[src/rtl/noc_link_tx.sv]
// noc_link_tx: drains a router input FIFO onto a credit-flow-controlled link.
// Issues reads while granted and credits remain. Forwards each flit two
// cycles after its read. Tracks head/body/tail framing so the arbiter can
// hold its grant for a whole packet, and raises sticky framing and
// credit-overflow errors.
module noc_link_tx #(
  parameter int DATA_WIDTH = 18,
  parameter int CREDITS    = 4,
  parameter int ADDR_WIDTH = 4
) (
  input  logic                           clk,
  input  logic                           rst,
  input  logic                           grant,
  input  logic                           fifo_empty,
  input  logic [DATA_WIDTH-1:0]          fifo_rd_data,
  output logic                           fifo_rd_en,
  output logic                           link_valid,
  output logic [DATA_WIDTH-1:0]          link_data,
  input  logic                           credit_in,
  output logic [$clog2(CREDITS+1)-1:0]   credit_cnt,
  output logic                           pkt_active,
  output logic [ADDR_WIDTH-1:0]          pkt_addr,
  output logic                           proto_err,
  output logic                           credit_err
);

  localparam int CNT_W = $clog2(CREDITS+1);
  localparam logic [CNT_W-1:0] CREDITS_C = CNT_W'(CREDITS);

  localparam logic [1:0] FT_BODY   = 2'b00;
  localparam logic [1:0] FT_HEAD   = 2'b01;
  localparam logic [1:0] FT_TAIL   = 2'b10;
  localparam logic [1:0] FT_SINGLE = 2'b11;

  typedef enum logic {IDLE = 1'b0, IN_PKT = 1'b1} state_t;

  logic                  rd_en;
  logic                  rd_pend_q;
  logic                  link_valid_q;
  logic [DATA_WIDTH-1:0] link_data_q;
  logic [CNT_W-1:0]      credit_q, credit_d;
  logic                  credit_err_q, credit_err_d;
  state_t                state_q;
  logic                  pkt_active_q;
  logic [ADDR_WIDTH-1:0] pkt_addr_q;
  logic                  proto_err_q;
  logic [1:0]            ftype;
  logic [ADDR_WIDTH-1:0] faddr;

  // A read needs grant, a non-empty FIFO and a free downstream slot.
  assign rd_en = grant & ~fifo_empty & (credit_q != '0);

  // Next credit count: a read and a returned credit in one cycle cancel out.
  // A credit returned while already full is an overflow and is not counted.
  always_comb begin
    credit_d     = credit_q;
    credit_err_d = credit_err_q;
    if (rd_en && !credit_in) begin
      credit_d = credit_q - 1'b1;
    end else if (!rd_en && credit_in) begin
      if (credit_q == CREDITS_C) begin
        credit_err_d = 1'b1;
      end else begin
        credit_d = credit_q + 1'b1;
      end
    end
  end

  // Credit counter and its sticky overflow flag.
  always_ff @(posedge clk or posedge rst) begin
    if (rst) begin
      credit_q     <= CREDITS_C;
      credit_err_q <= 1'b0;
    end else begin
      credit_q     <= credit_d;
      credit_err_q <= credit_err_d;
    end
  end

  // Read pipeline: FIFO data arrives the cycle after rd_en and is registered
  // onto the link; link_data holds its last flit while link_valid is low.
  always_ff @(posedge clk or posedge rst) begin
    if (rst) begin
      rd_pend_q    <= 1'b0;
      link_valid_q <= 1'b0;
      link_data_q  <= '0;
    end else begin
      rd_pend_q    <= rd_en;
      link_valid_q <= rd_pend_q;
      if (rd_pend_q) begin
        link_data_q <= fifo_rd_data;
      end
    end
  end

  assign ftype = link_data_q[DATA_WIDTH-1 -: 2];
  assign faddr = link_data_q[ADDR_WIDTH-1:0];

  // Framing FSM, stepped once per flit placed on the link.
  always_ff @(posedge clk or posedge rst) begin
    if (rst) begin
      state_q      <= IDLE;
      pkt_active_q <= 1'b0;
      pkt_addr_q   <= '0;
      proto_err_q  <= 1'b0;
    end else if (link_valid_q) begin
      case (state_q)
        IDLE: begin
          case (ftype)
            FT_HEAD: begin
              pkt_addr_q   <= faddr;
              pkt_active_q <= 1'b1;
              state_q      <= IN_PKT;
            end
            FT_SINGLE: pkt_addr_q  <= faddr;
            default:   proto_err_q <= 1'b1;
          endcase
        end
        IN_PKT: begin
          case (ftype)
            FT_BODY: state_q <= IN_PKT;
            FT_TAIL: begin
              pkt_active_q <= 1'b0;
              state_q      <= IDLE;
            end
            FT_HEAD: begin
              proto_err_q <= 1'b1;
              pkt_addr_q  <= faddr;
            end
            default: begin
              proto_err_q  <= 1'b1;
              pkt_active_q <= 1'b0;
              state_q      <= IDLE;
            end
          endcase
        end
        default: state_q <= IDLE;
      endcase
    end
  end

  assign fifo_rd_en = rd_en;
  assign link_valid = link_valid_q;
  assign link_data  = link_data_q;
  assign credit_cnt = credit_q;
  assign pkt_active = pkt_active_q;
  assign pkt_addr   = pkt_addr_q;
  assign proto_err  = proto_err_q;
  assign credit_err = credit_err_q;

endmodule

[config.mk]
export PLATFORM = sky130hd
export DESIGN_NAME = noc_link_tx
export DESIGN_NICKNAME = d
export VERILOG_FILES = /design/src/rtl/noc_link_tx.sv
export SDC_FILE = /design/constraint.sdc
export NUM_CORES = 1
export LEC_CHECK = 0
export ABC_CLOCK_PERIOD_IN_PS = 6600
export CAP_MARGIN = 25
export CELL_PAD_IN_SITES_DETAIL_PLACEMENT = 0
export CELL_PAD_IN_SITES_GLOBAL_PLACEMENT = 1
export CORE_MARGIN = 2
export CORE_UTILIZATION = 35
export DETAILED_ROUTE_END_ITERATION = 10
export GPL_TIMING_DRIVEN = 1
export PLACE_DENSITY_LB_ADDON = 0.1
export SLEW_MARGIN = 20
export SYNTH_ARGS = -nofsm -noshare
export SYNTH_HDL_FRONTEND = slang
export SYNTH_SLANG_ARGS = --single-unit
[constraint.sdc]
create_clock -name clk -period 6.6 [get_ports clk]
set_input_delay 0.99 -clock clk [delete_from_list [all_inputs] [get_ports clk]]
set_output_delay 0.99 -clock clk [all_outputs]
set_load 0.05 [all_outputs]
==> metrics.md <==
| Metric | Value |
|---|---|
| GR Overflow Total | 0 |
| Aggregate global-route resource usage | 13.8% |
| Minimum clock period | 3600 ps |
| Worst skew pair latency | 280 ps |
| Post-synthesis compound-gate area fraction | 8.97% |
| Die Y | 64.9 um |
| Die Wd | 64.9 um |
| Final WS setup | 3000 ps |
| Reg power frac | 33.0% |
| Hold Startpoint | credit_err$_DFFE_PP0P_ |
| Peak supply drop | 0.000205 V |
| Post-synthesis simple-gate area fraction | 4.44% |
| Max-cap violations | 0 |
| Final hold violations | 0 |
| Hold-fix buffers, CTS | 0 |
| Sw power | 433 uW |
| Layout Skew | 6.16 ps |
| Ys Warns | 0 |
| Mux cell area share after synthesis | 17.4% |
| Post-synthesis adder-cell area fraction | 4.44% |
| CTS tree | yes |
| Fillers | 323 |
| WL/cell | 12.4 um |
| P_leak | 0.000842 uW |
| Post-DP HPWL | 1830 um |
| Slew Limit Fails | 0 |
| WP data required | 5610 ps |
| Hold_ws | 465 ps |
| I/O Buffers | 52 |
| WL final | 2510 um |
| Outcome | completed |
| Largest net degree at the start of global routing | 32 |
| H-tree Lvls | 2 |
| Comb power frac | 51.9% |
| Post-Synth XOR/XNOR Area | 0.675% |
| Mapped Nets | 124 |
| Crit path launch | grant |
| Net Sw Frac | 44.8% |
| Setup_tns | 0 ps |
| Setup violations, final | 0 |
| Final Core Density | 54.4% |
| Fmax achieved | 278 MHz |
| Most frequent cells in the layout | clkdlybuf4s50_1 (52), dfrtp_1 (30), mux2_2 (20), inv_1 (12), clkbuf_8 (6) |
| Post-synthesis sequential area ratio | 59.9% |
| Synthesized area per cell | 13.4 um^2 |
| Layout cells sized above 1 | 21.9% |
| Crit share post-route | 54.5% |
| Remaining antenna violation count after routing | 0 |
| Starting density of the core | 36.0% |
| CTS buffer count | 5 |
| Worst-Margin Slew | 786 ps |
| Root Buffer Master | clkbuf_8 |
| Internal power | 534 uW |
| Synthesized cell area | 1300 um^2 |
| Layout net count | 182 |
| Unrepaired setup endpoints after global routing | no |
| Clock transition at path regs | 60 ps |
| CP endpoint kind | primary output |
| Synthesized instance count | 97 |
| Clock network fraction of total power | 15.1% |
| Commonest non-fill, non-tap cell in the layout | clkdlybuf4s50_1 |
| Worst slack, placed | 3010 ps |
| Power per Cell Area | 492 nW/um^2 |
| Antenna cell count | 0 |
| DR vias/cell | 4.58 |
| Post-CTS Setup Inserts | 0 |
| Worst setup path category | in -> out |
| Post-route DRC violation count | 0 |
| DR iter-0 viols | 43 |
| Worst slew margin | 47.6% |
| Yosys reg bits | 31 |
| Vias in the first global route | 983 |
| Synth unique cells | 23 |
| CTS max path bufs | 2 |
| CTS resizes | 0 |
| Detailed-route via count | 930 |
| Global-route wire length before repair | 4400 um |
| Die ar. | 4210 um^2 |
| Crit path max fanout | 3 |
| Initial antenna violation count | 0 |
| Sink Count | 31 |
| HP Class | reg -> reg |
| Worst R2R Start | credit_cnt[2]$_DFFE_PP1P_ |
| Crit start category | input pin |
| Area Growth Syn to Fin | 51.3% |
| Core ar. | 3610 um^2 |
| # IOs | 53 |
| Critical Path AT | 2610 ps |
| Largest family of logic cells by synthesized area | multiplexers |
| Drt first pass iters | 3 |
| Row cnt | 22 |
| Routability congestion estimate | 0.792 |
## power groups by stage
stage / Sequential, uW / Clock, uW / Combinational, uW
after floorplan: 534 / 0 / 122
after global placement: 321 / 0 / 501
after detailed placement: 324 / 0 / 505
after CTS: 321 / 151 / 506
after global routing: 331 / 161 / 526
final: 319 / 145 / 502
## metrics by stage
stage | cells | power, uW | cell area, um^2
5_1_grt | 203 | 1020 | 1960
2_1_floorplan | 97 | 656 | 1300
3_5_place_dp | 196 | 829 | 1880
6_report | 203 | 966 | 1960
3_3_place_gp | 196 | 822 | 1880
4_1_cts | 203 | 978 | 1960
## final timing paths
check                                                  to  slack (ps)  cells past startpoint
worst max-delay path                           fifo_rd_en        3000                      4
worst min-delay path               credit_err$_DFFE_PP0P_         460                      1
worst max register to register  credit_cnt[2]$_DFFE_PP1P_        4260                      8
worst min register to register     credit_err$_DFFE_PP0P_         460                      1
max in group asynchronous       credit_cnt[2]$_DFFE_PP1P_        5190                      3
min in group asynchronous             state_q$_DFFE_PP0P_        1090                      3
## metal layers
layer / global-route usage [%] / vias to the layer above / wire (um)
met4: 5.59 / 0 / 36
met3: 5.03 / 4 / 147
met2: 22.6 / 29 / 1250
met5: 0 / - / 0
met1: 16.3 / 450 / 1080
li1: - / 447 / -
## sequential cells by signal, summed over array words and instances (netlist names)
register    count
link_data      18
pkt_addr        4
credit_cnt      3
credit_err      1
link_valid      1
pkt_active      1
proto_err       1
rd_pend_q       1
state_q         1
## cells by family (layout without fill, tap and decap cells)
logic type                 count (synthesis)  count (layout)
muxes                                     20              20
adders and majority gates                  4               4
and+or+nand+nor                           10              10
buffers and inverters                     14              72
xor gates and xnor gates                   1               1
AOI/OAI and AO/OA                         17              17
DFF                                       31              31
## Yosys cell counts
| master | count | area (um^2) |
|---|---|---|
| a31o_2 | 1 | 8.76 |
| a21o_1 | 1 | 7.51 |
| nand2_1 | 5 | 18.8 |
| a31oi_1 | 2 | 12.5 |
| a21oi_4 | 1 | 16.3 |
| dfrtp_1 | 30 | 751 |
| xnor2_1 | 1 | 8.76 |
| or2_2 | 1 | 6.26 |
| or3b_1 | 1 | 8.76 |
| nor2_1 | 1 | 3.75 |
| a21o_2 | 1 | 8.76 |
| o311ai_0 | 1 | 8.76 |
| ha_1 | 3 | 37.5 |
| a311oi_1 | 1 | 8.76 |
| nand2b_4 | 1 | 13.8 |
| buf_2 | 2 | 10.0 |
| dfstp_2 | 1 | 26.3 |
| inv_1 | 12 | 45.0 |
| a21oi_1 | 5 | 25.0 |
| fa_1 | 1 | 20.0 |
| o21ai_0 | 4 | 20.0 |
| nand2b_1 | 1 | 6.26 |
| mux2_2 | 20 | 225 |
## final cells by class
type | instances | area, um^2 | area share [%]
clock buffers | 6 | 82.6 | 4.21
clock inverters | 1 | 5.00 | 0.255
inverters | 12 | 45.0 | 2.29
multi-input cells | 52 | 465 | 23.7
flip-flops and latches | 31 | 777 | 39.6
well taps | 48 | 60.1 | 3.06
repair buffers | 53 | 528 | 26.9
## critical path, cell delays in order
cell and delay (ps):
clkdlybuf4s50_1 450, o311ai_0 190, inv_1 150, clkdlybuf4s50_1 820
No activity file was read; power rests on OpenSTA's default activity.
